<file path="src/rtl/ql_step_controller.sv">
// Episode/step sequencer for the Q-learning datapath: walks select/eval/write/advance
// per step, counts steps and episodes, and decays the exploration threshold.
module ql_step_controller #(
    parameter logic [7:0]  GOAL_STATE   = 8'd99,
    parameter logic [9:0]  MAX_STEPS    = 10'd400,
    parameter logic [15:0] MAX_EPISODES = 16'd1000,
    parameter logic [9:0]  EPS_INIT     = 10'd900,
    parameter logic [9:0]  EPS_MIN      = 10'd50,
    parameter logic [9:0]  EPS_STEP     = 10'd25,
    parameter logic [15:0] DECAY_PERIOD = 16'd10
) (
    input  logic        clk,
    input  logic        rst,
    input  logic        start,
    input  logic        hold,
    input  logic [9:0]  randomValue,
    input  logic [7:0]  nxtState,
    output logic        stateRst,
    output logic        actSel,
    output logic        wrEn,
    output logic        stateLd,
    output logic        busy,
    output logic        done,
    output logic [9:0]  epsilon,
    output logic [9:0]  stepCount,
    output logic [15:0] episodeCount
);

    localparam logic [2:0] IDLE     = 3'd0;
    localparam logic [2:0] EP_START = 3'd1;
    localparam logic [2:0] SELECT   = 3'd2;
    localparam logic [2:0] EVAL     = 3'd3;
    localparam logic [2:0] WRITE    = 3'd4;
    localparam logic [2:0] ADVANCE  = 3'd5;
    localparam logic [2:0] EP_END   = 3'd6;
    localparam logic [2:0] DONE     = 3'd7;

    logic [2:0]  state, state_nx;
    logic        held;
    logic [15:0] decay_cnt, decay_inc;
    logic [9:0]  step_inc;
    logic [15:0] ep_inc;
    logic [9:0]  eps_dec;
    logic        ep_finish;

    assign step_inc  = stepCount + 10'd1;
    assign ep_inc    = episodeCount + 16'd1;
    assign decay_inc = decay_cnt + 16'd1;
    assign ep_finish = (nxtState == GOAL_STATE) || (step_inc == MAX_STEPS);

    // Widen by one bit so EPS_MIN + EPS_STEP cannot wrap before the compare.
    assign eps_dec = ({1'b0, epsilon} >= ({1'b0, EPS_MIN} + {1'b0, EPS_STEP}))
                     ? (epsilon - EPS_STEP) : EPS_MIN;

    assign busy = (state != IDLE) && (state != DONE);
    assign done = (state == DONE);

    always_comb begin
        state_nx = state;
        case (state)
            IDLE, DONE: if (start) state_nx = EP_START;
            EP_START:   state_nx = SELECT;
            SELECT:     state_nx = EVAL;
            EVAL:       state_nx = WRITE;
            WRITE:      state_nx = ADVANCE;
            ADVANCE:    state_nx = ep_finish ? EP_END : SELECT;
            EP_END:     state_nx = (ep_inc == MAX_EPISODES) ? DONE : EP_START;
            default:    state_nx = IDLE;
        endcase
    end

    always_ff @(posedge clk) begin
        if (rst) begin
            state        <= IDLE;
            held         <= 1'b0;
            stateRst     <= 1'b0;
            wrEn         <= 1'b0;
            stateLd      <= 1'b0;
            actSel       <= 1'b0;
            stepCount    <= 10'd0;
            episodeCount <= 16'd0;
            epsilon      <= EPS_INIT;
            decay_cnt    <= 16'd0;
        end else if (hold) begin
            held     <= 1'b1;
            stateRst <= 1'b0;
            wrEn     <= 1'b0;
            stateLd  <= 1'b0;
        end else if (held) begin
            // First cycle after a hold replays the frozen state's strobe once.
            held     <= 1'b0;
            stateRst <= (state == EP_START);
            wrEn     <= (state == WRITE);
            stateLd  <= (state == ADVANCE);
        end else begin
            state    <= state_nx;
            stateRst <= (state_nx == EP_START);
            wrEn     <= (state_nx == WRITE);
            stateLd  <= (state_nx == ADVANCE);
            case (state)
                IDLE, DONE: if (start) begin
                    episodeCount <= 16'd0;
                    epsilon      <= EPS_INIT;
                    decay_cnt    <= 16'd0;
                end
                SELECT:  actSel    <= (randomValue < epsilon);
                ADVANCE: stepCount <= step_inc;
                EP_END: begin
                    episodeCount <= ep_inc;
                    if (decay_inc == DECAY_PERIOD) begin
                        decay_cnt <= 16'd0;
                        epsilon   <= eps_dec;
                    end else begin
                        decay_cnt <= decay_inc;
                    end
                end
                default: ;
            endcase
            if (state_nx == EP_START) stepCount <= 10'd0;
        end
    end

endmodule
</file>
<file path="config.mk">
export PLATFORM = sky130hd
export DESIGN_NAME = ql_step_controller
export DESIGN_NICKNAME = d
export VERILOG_FILES = /design/src/rtl/ql_step_controller.sv
export SDC_FILE = /design/constraint.sdc
export NUM_CORES = 1
export LEC_CHECK = 0
export ABC_AREA = 1
export ABC_CLOCK_PERIOD_IN_PS = 2000
export CORE_MARGIN = 4
export CORE_UTILIZATION = 40
export DETAILED_ROUTE_END_ITERATION = 7
export PLACE_DENSITY_LB_ADDON = 0.15
export SLEW_MARGIN = 0
export SYNTH_ARGS = -nofsm -noshare
export SYNTH_HDL_FRONTEND = slang
export SYNTH_SLANG_ARGS = --single-unit
</file>
<file path="constraint.sdc">
create_clock -name clk -period 2 [get_ports clk]
set_clock_uncertainty 0.05 [all_clocks]
set_input_delay 0.4 -clock clk [delete_from_list [all_inputs] [get_ports clk]]
set_output_delay 0.4 -clock clk [all_outputs]
set_load 0.1 [all_outputs]
</file>
Yosys cells after proc, flatten, opt, wreduce, memory -nomap -nowiden --
Index checks and enable logic that the tools add are counted.
Storage, ports and cells: flip-flop bits (word level) 60, input bits 22, output and inout port bits 42
Operators by class: add/subtract/negate cells 4, magnitude comparators 2, eq/ne operators 17, multiplexer cells 18, bitwise gates (word level) 2, reductions and logical operators 13
Operator list (count):
- case mux 16 bit (2 select lines) | 2
- two-way mux 10 bit | 5
- adder 16 x 1 -> 16 bit (second input constant) | 2
- two-way mux 16 bit | 2
- case mux 3 bit (7 select lines) | 1
- case mux 10 bit (2 select lines) | 1
- == test 3 bit (second input constant) | 6
- == test 16 x 10 -> 1 bit (second input constant) | 1
- == test 16 x 4 -> 1 bit (second input constant) | 1
- adder 10 x 1 -> 10 bit (second input constant) | 1
- == test 10 x 9 -> 1 bit (second input constant) | 1
- greater-or-equal comparator 10 x 7 -> 1 bit (second input constant) | 1
- < comparator 10 bit | 1
- subtractor 10 x 5 -> 10 bit (second input constant) | 1
- two-way mux 3 bit | 3
- == test 8 x 7 -> 1 bit (second input constant) | 1
- == test 3 x 1 -> 1 bit (second input constant) | 2
- == test 3 x 2 -> 1 bit (second input constant) | 2
- AND reduction 3 bit | 2
- AND reduction 5 bit | 1
- two-way mux 1 bit | 4
- inequality test 2 bit (second input constant) | 2
- AND reduction 4 bit | 1
- nonzero test 2 bit | 2
- other kinds (8) | 10

Depth between registers and ports, before layout --
Gate-level depths: netlist of the first run.
depth after elaboration 8, gate-level depth with buffers 19

Worst setup path after synthesis of the first run --
No wires, ideal clock.
kind register to register, from register state[0], to register epsilon[6], setup time 0.070 ns, arrival time 4.187 ns, setup slack -2.307 ns, cell stages (with the launch flop) 12, clock period less this slack 4.307 ns, cells stage by stage dfxtp_1 -> inv_1 -> nor3_1 -> inv_1 -> nand2_1 -> inv_1 -> nor2_1 -> o21ai_1 -> inv_1 -> buf_2 -> nand3_1 -> a21oi_1
On the way: word-level cells in the longest chain between the ends 4
RTL lines:
- start: declaration | RTL line 38 | logic [2:0] state, state_nx;
- start signal: assignment | RTL line 96 | state <= state_nx;
- == test 3 bit *
- via done | RTL line 23 | output logic done,
- OR reduction 2 bit * | RTL line 100 | case (state)
- inequality test 2 bit (no line) or nonzero test 2 bit (tied branches)
- AND reduction 5 bit (no line)
- end signal: assignment | RTL line 112 | epsilon <= eps_dec;
- end: declaration | RTL line 24 | output logic [9:0] epsilon,
Mark *: on every way through the listed nets, which the timed path passes. The rest lies on a longest branch. A chain may end at the register's enable or synchronous reset.

Worst setup path after layout of the first run --
from register episodeCount[1], to register stepCount[8]
On the way: word-level cells in the longest chain between the ends 7
RTL lines:
- start: declaration | RTL line 26 | output logic [15:0] episodeCount
- start signal: assignment | RTL line 109 | episodeCount <= ep_inc;
- adder 16 x 1 -> 16 bit * | RTL line 47 | assign ep_inc = episodeCount + 16'd1;
- == test 16 x 10 -> 1 bit * | RTL line 67 | EP_END: state_nx = (ep_inc == MAX_EPISODES) ? DONE : EP_START;
- two-way mux 3 bit * | RTL line 67
- case mux 3 bit (7 select lines) * | RTL line 60 | case (state)
- == test 3 x 1 -> 1 bit * | RTL line 119 | if (state_nx == EP_START) stepCount <= 10'd0;
- nonzero test 2 bit (no line)
- AND reduction 3 bit (no line)
- end signal: assignment | RTL line 107 | ADVANCE: stepCount <= step_inc;
- end: declaration | RTL line 25 | output logic [9:0] stepCount,
Every way passes the cells marked *; elsewhere a longest branch is shown, timed or not.

==> impl_metrics.json, run 1 <==
{
  "vias": 4970,
  "cp-end-kind": "flip-flop",
  "antenna_found_initial": 0,
  "hp-class": "reg -> reg",
  "cts_tree": "yes",
  "cts_buffers": 9,
  "timing.rr.end": "stepCount[8]$_SDFFE_PP0P_",
  "area_growth_pct": 64.8,
  "ios": 64,
  "dpl-instance-area_um2": 5900,
  "grt_pass1_wl_um": 21600,
  "syn_inst": 660,
  "gr-usage-met3_pct": 3.82,
  "antenna_left": 0,
  "busiest_layer": "met2",
  "setup_viol": 25,
  "num-nets-final": 877,
  "placedCellCount": 942,
  "synth_area_per_cell_um2": 6.13,
  "cts_htree_levels": 3,
  "port_buffers": 63,
  "root_buffer": "clkbuf_8",
  "initial_core_util_pct": 41.2,
  "p_comb_share_pct": 27.8,
  "synth_edf_count": 0,
  "ys_seq_elements": 60,
  "grt_max_degree": 40,
  "die_x_um": 109,
  "drc": 0,
  "crit_arrival_ns": 2.52,
  "violations": "negative setup slack",
  "drt_iter0_drc": 208,
  "wirelength_um": 13000,
  "crit_required_ns": 2.22,
  "cts_buffer_depth": 2,
  "hpwl_um": 8910,
  "grt_pass1_vias": 4853,
  "fin_crit_sh_pct": 115,
  "sequentialPowerShare_pct": 37.0,
  "rsz0062_at_grt": "yes",
  "cts_sinks": 60,
  "slew_violations": 0,
  "vdd_drop_max_mv": 0.272,
  "core_area_um2": 9820,
  "r2r_slack_ns": -0.29,
  "clkTransAtPathRegs_ns": 0.07,
  "cp_max_fo": 10,
  "maxCapViolCount": 0,
  "worst_pin_slew_ns": 0.492,
  "hold_viol_final": 0,
  "worst_slack_ns": -0.292,
  "power.density_nw_per_um2": 508,
  "syn_nets": 698,
  "critPathLaunchType": "flip-flop",
  "place_congestion": 0.906,
  "endpoint": "stepCount[8]$_SDFFE_PP0P_",
  "syn_area_um2": 4050,
  "status": "complete, but fails checks",
  "drt_first_pass_iters": 4,
  "post_drt_via_cell_ratio": 5.09,
  "crit_type": "reg -> reg",
  "p_int_w": 0.00225,
  "clkPwrFrac_pct": 35.2,
  "grt-ovfl-total": 0,
  "hold_depth": 2,
  "grt_use_met2_pct": 40.7,
  "async_flop_share_pct": 0,
  "final_area_um2": 6670,
  "r2r-start": "episodeCount[1]$_SDFFE_PP0P_",
  "clk_latency_ns": 0.35,
  "fmax_ghz": 0.436,
  "fp-row-count": 36,
  "yosysWarnings": 0,
  "switching_share_pct": 33.6,
  "antennaDiodeCount": 0,
  "setup-tns-final_ns": -5.41,
  "ys.flop_type": "dfxtp_1",
  "timing.critical_path.from": "episodeCount[1]$_SDFFE_PP0P_",
  "period_minus_slack_ns": 2.29,
  "final_util_pct": 67.9,
  "power.leakage_nw": 3.01,
  "post_layout_nonfiller_instances": 977,
  "dieHeight_um": 109,
  "drive_gt1_share_pct": 38.5,
  "seq_area_frac_synth_pct": 29.7,
  "reg2reg_depth": 19,
  "power_switching_w": 0.00114,
  "wl_per_cell_um": 13.3,
  "max_slew_margin_pct": 67.1,
  "grt_util_met1_pct": 26.7,
  "yosysUniqueCellTypes": 35,
  "dieArea_um2": 11800,
  "grtUsageTotal_pct": 22.5
}
## through the flow
stage	hold slack [ns]	setup slack (ns)	total power [W]
after global placement	0.413	-0.245	0.00212
after detailed placement	0.429	-0.322	0.00213
after CTS	0.440	-0.246	0.00338
after global routing	0.455	-0.429	0.00352
final	0.438	-0.292	0.00339
after floorplan	0.408	-0.788	0.00184
## cell usage after synthesis (3+ instances only)
| library cell | n | area (um2) |
|---|---|---|
| a21oi_1 | 61 | 305 |
| buf_2 | 3 | 15.0 |
| buf_4 | 4 | 30.0 |
| clkbuf_1 | 12 | 45.0 |
| dfxtp_1 | 60 | 1200 |
| ha_1 | 16 | 200 |
| inv_1 | 95 | 357 |
| nand2_1 | 179 | 672 |
| nand3_1 | 72 | 360 |
| nand4_1 | 23 | 144 |
| nor2_1 | 60 | 225 |
| nor2_4 | 3 | 33.8 |
| nor3_1 | 14 | 70.1 |
| nor3_2 | 3 | 30.0 |
| o21ai_0 | 22 | 110 |
| o21ai_1 | 3 | 15.0 |
| xor2_1 | 8 | 70.1 |
## routing by layer
layer  wire, um  share of wire [%]  vias up
met5          0                  0        -
met2       6600                 51      119
met1       5500                 42     2306
met4        284                2.2        0
li1           -                  -     2519
met3        606                4.7       26
## kinds of logic (layout without fill, tap and decap cells)
kind of cell | after synthesis | count (layout) | share of synthesized area [%]
AO/OA/AOI/OAI | 95 | 95 | 12.4
XOR/XNOR | 10 | 10 | 2.16
AND/OR/NAND/NOR | 364 | 365 | 39.7
buffers and inverters | 115 | 298 | 11.1
flip-flops | 60 | 60 | 29.7
adder cells (fa/ha/maj) | 16 | 16 | 4.95
## area by class of cell
class / count / area, um2
Multi-Input combinational cell: 486 / 2840
Timing Repair Buffer: 186 / 1790
Clock buffer: 12 / 166
Sequential cell: 60 / 1290
Fill cell: 827 / 3150
Inverter: 96 / 372
Tap cell: 133 / 166
Clock inverter: 4 / 45.0
## worst min-delay path by stage
| stage | startpoint | slack, ns | endpoint |
|---|---|---|---|
| 6_report | decay_cnt[9]$_SDFFE_PP0P_ | 0.44 | decay_cnt[9]$_SDFFE_PP0P_ |
| 5_1_grt | decay_cnt[9]$_SDFFE_PP0P_ | 0.45 | decay_cnt[9]$_SDFFE_PP0P_ |
| 4_1_cts | decay_cnt[9]$_SDFFE_PP0P_ | 0.44 | decay_cnt[9]$_SDFFE_PP0P_ |
| 3_5_place_dp | decay_cnt[9]$_SDFFE_PP0P_ | 0.43 | decay_cnt[9]$_SDFFE_PP0P_ |
| 3_3_place_gp | epsilon[9]$_SDFFE_PP1P_ | 0.41 | epsilon[9]$_SDFFE_PP1P_ |
| 2_1_floorplan | decay_cnt[14]$_SDFFE_PP0P_ | 0.41 | decay_cnt[14]$_SDFFE_PP0P_ |
## power groups by stage
stage | Combinational [W] | Clock, W | Sequential, W
final | 0.000941 | 0.00119 | 0.00125
after global routing | 0.00101 | 0.00126 | 0.00126
after CTS | 0.000913 | 0.00121 | 0.00125
after detailed placement | 0.000847 | 0 | 0.00128
after global placement | 0.000833 | 0 | 0.00128
after floorplan | 0.000335 | 0 | 0.00151
## sequential cells by signal, indices dropped and copies added (netlist names), 3 cells and up
name / flops
decay_cnt: 16
state: 3
stepCount: 10
epsilon: 10
episodeCount: 16
## cells in the final DEF, fill, tap and decap left out, types with 2 or more instances in the layout
cell,count
a21oi_1,46
a21oi_2,13
a21oi_4,2
a31oi_1,2
buf_12,23
buf_4,133
buf_6,8
clkbuf_8,10
clkdlybuf4s50_1,21
clkinv_2,3
dfxtp_1,21
dfxtp_2,23
dfxtp_4,16
ha_1,14
ha_4,2
inv_1,84
inv_2,7
inv_4,3
nand2_1,160
nand2_2,14
nand2_4,7
nand3_1,53
nand3_2,19
nand4_1,23
nor2_1,46
nor2_2,11
nor2_4,8
nor3_1,9
nor3_2,5
nor3_4,3
o21ai_0,21
o21ai_2,3
xor2_1,6
xor2_2,2
## worst max-delay path: stages (launching register included)
cell and delay [ns]:
dfxtp_4 0.37, buf_4 0.12, nand2_2 0.06, nor2_4 0.15
buf_4 0.13, nand2_1 0.05, nand2_2 0.08, nand3_2 0.09
nor2_1 0.09, nand2_1 0.07, nor2_2 0.13, nand2_2 0.11
nand3_2 0.10, nor2_2 0.04, nand2_2 0.11, nand2_4 0.09
buf_16 0.16, nand3_2 0.05, nand2_1 0.06, nor2_1 0.11
## repair_timing
action	4_1_cts	5_1_grt
setup endpoints to repair	26	28
hold buffers	0	0
endpoints found under the hold margin	0	0
gates resized for setup	66	44
setup buffers	14	7
gates cloned	3	0
pin swaps	44	27
Note: power is estimated with default switching activity, not from simulation.
==> run 2, diff against run 1 <==
--- a/config.mk
+++ b/config.mk
@@ -8,7 +8,7 @@
 export ABC_AREA = 1
 export ABC_CLOCK_PERIOD_IN_PS = 2000
 export CORE_MARGIN = 4
-export CORE_UTILIZATION = 40
+export CORE_UTILIZATION = 49
 export DETAILED_ROUTE_END_ITERATION = 7
 export PLACE_DENSITY_LB_ADDON = 0.15
 export SLEW_MARGIN = 0
==> run 2 against run 1 <==
Effect of this change:
- the flow still finishes with violations (negative setup slack)
- largest power group unchanged
- critical path type unchanged
- sequential power hardly changed
- via count is 3.6% higher
- utilization is 16 points higher
==> impl_metrics.json, run 2 (synthesis results as in run 1) <==
{
  "core_area_um2": 7890,
  "power.density_nw_per_um2": 522,
  "grt_max_degree": 40,
  "fp-row-count": 32,
  "fin_crit_sh_pct": 115,
  "cts_sinks": 60,
  "antennaDiodeCount": 0,
  "cp_slowest_cell": "dfxtp_4",
  "drc": 0,
  "crit_required_ns": 2.22,
  "power.leakage_nw": 3.04,
  "path_common_cell": "nand2_1",
  "n_fill_cell": 464,
  "final_area_um2": 6630,
  "reg2reg_depth": 19,
  "period_minus_slack_ns": 2.31,
  "crit_buf_inv": 3,
  "port_buffers": 63,
  "antenna_left": 0,
  "cp-end-kind": "flip-flop",
  "most-common-layout-cells": "160 x nand2_1, 133 x buf_4, 84 x inv_1, 53 x nand3_1",
  "drt_iter0_drc": 344,
  "path_delay_family": "simple AND/OR/NAND/NOR gates",
  "ios": 64,
  "pre_cts_ws_ns": -0.276,
  "dieArea_um2": 9780,
  "worst_pin_slew_ns": 0.432,
  "grt-ovfl-total": 0,
  "crit_type": "reg -> reg",
  "hpwl_um": 8890,
  "setup_viol": 24,
  "p_total_w": 0.00347,
  "post_layout_nonfiller_instances": 944,
  "wl_per_cell_um": 14.5,
  "maxCapViolCount": 0,
  "r2r-start": "episodeCount[0]$_SDFFE_PP0P_",
  "power_switching_w": 0.00115,
  "grtUsageTotal_pct": 25.8,
  "violations": "negative setup slack",
  "status": "complete, but fails checks",
  "drive_gt1_share_pct": 38.7,
  "reg_top3": "decay_cnt x16, episodeCount x16",
  "crit_arrival_ns": 2.52,
  "post_drt_via_cell_ratio": 5.46,
  "clkPwrFrac_pct": 35.0,
  "wl_met3_um": 899,
  "drt_first_pass_iters": 5,
  "max_slew_margin_pct": 71.2,
  "grt_pass1_wl_um": 21300,
  "dieHeight_um": 98.9,
  "worst_slack_ns": -0.305,
  "max_stage_delay_ns": 0.38,
  "slew_violations": 0,
  "clkTransAtPathRegs_ns": 0.08,
  "die_x_um": 98.9,
  "root_buffer": "clkbuf_8",
  "p_comb_share_pct": 28.7,
  "clk_latency_ns": 0.35,
  "path_cells": "ha_4 -> nand3_4 -> buf_4 -> nand2_1 -> nand2_1 -> inv_1 -> nand3_1 -> nor2_1 -> nand2_1 -> nor2_2 -> nand2_2 -> nand3_2 -> nor2_2 -> nand2_4 -> nand2_8 -> buf_12 -> nand3_2 -> nand2_1 -> nor2_2",
  "area_growth_pct": 63.9,
  "wirelength_um": 13700,
  "grt_pass1_vias": 4806,
  "place_congestion": 0.924,
  "hp-class": "reg -> reg",
  "switching_share_pct": 33.3,
  "cts_buffers": 9,
  "r2r_slack_ns": -0.31,
  "num-nets-final": 875,
  "timing.rr.end": "stepCount[5]$_SDFFE_PP0P_",
  "placedCellCount": 908,
  "rsz0062_at_grt": "yes",
  "cts_htree_levels": 3,
  "wl_met2_um": 6990,
  "hold_viol_final": 0,
  "critPathLaunchType": "flip-flop",
  "min_to": "decay_cnt[14]$_SDFFE_PP0P_",
  "cts_tree": "yes",
  "dpl-instance-area_um2": 5770,
  "vdd_drop_max_mv": 0.312,
  "hold_start": "decay_cnt[14]$_SDFFE_PP0P_",
  "met1Wirelength_um": 5510,
  "mostFrequentLayoutCell": "nand2_1",
  "hold_depth": 2,
  "cp_max_fo": 5,
  "initial_core_util_pct": 51.3,
  "sequentialPowerShare_pct": 36.2,
  "top_layer": "met4",
  "p_int_w": 0.00231,
  "antenna_found_initial": 0,
  "cts_buffer_depth": 2,
  "fmax_ghz": 0.434,
  "vias": 5150
}
## run 2: changes by cell type in the layout (fill, tap and decap cells not counted), sizes merged
cell	previous run	this run
buf	165	162
clkbuf	12	14
clkinv	4	2
clkinvlp	1	2
## run 2: tightest hold or removal path, delay by kind of cell (launching register included)
family | cells | cell delay [ns]
DFF | 1 | 0.33
and+or+nand+nor | 1 | 0.06
AOI/OAI and AO/OA | 1 | 0.06
## run 2: worst max-delay path by stage
stage                                 start  cells after the start                         to
2_1_floorplan         state[1]$_SDFFE_PP0P_                     11    epsilon[6]$_SDFFE_PP0P_
3_3_place_gp   episodeCount[0]$_SDFFE_PP0P_                     17  stepCount[0]$_SDFFE_PP0P_
3_5_place_dp   episodeCount[0]$_SDFFE_PP0P_                     18  stepCount[5]$_SDFFE_PP0P_
4_1_cts        episodeCount[1]$_SDFFE_PP0P_                     18  stepCount[5]$_SDFFE_PP0P_
5_1_grt           stepCount[0]$_SDFFE_PP0P_                     19  stepCount[2]$_SDFFE_PP0P_
6_report       episodeCount[0]$_SDFFE_PP0P_                     19  stepCount[5]$_SDFFE_PP0P_
## run 2: cell type report
type                       instances  area (um2)  area share [%]
clock buffer                      13         179            2.70
clock inverter                     3        42.5           0.641
inverter                          96         372            5.60
multi-input combinational        486        2870            43.3
sequential                        60        1290            19.4
tap                              102         128            1.92
timing repair buffer             184        1750            26.4
## run 2: repair_timing
action | CTS | global route
gates cloned | 3 | 1
hold buffers | 0 | 0
gates resized for setup | 60 | 55
setup endpoints to repair | 26 | 27
setup buffers | 7 | 11
pin swaps | 40 | 40
## run 2: through the flow
stage,util [%],hold slack (ns),setup TNS [ns]
global route,84.1,0.463,-7.71
CTS,80.3,0.440,-4.69
floorplan,-,0.408,-33.66
finish,84.1,0.442,-4.63
detailed placement,73.2,0.429,-5.59
global placement,73.2,0.406,-3.74
## run 2: metal layers
layer / vias to the layer above / GRT usage (%)
met4: 0 / 9.98
met2: 208 / 46.2
met3: 37 / 4.53
met1: 2399 / 30.5
li1: 2506 / -
met5: - / 0
## run 2: power groups by stage
stage	combinational (W)	clock (W)	sequential [W]
4_1_cts	0.000924	0.00122	0.00126
2_1_floorplan	0.000335	0	0.00151
6_report	0.000996	0.00121	0.00126
3_3_place_gp	0.000819	0	0.00128
3_5_place_dp	0.000839	0	0.00128
5_1_grt	0.00105	0.00128	0.00126
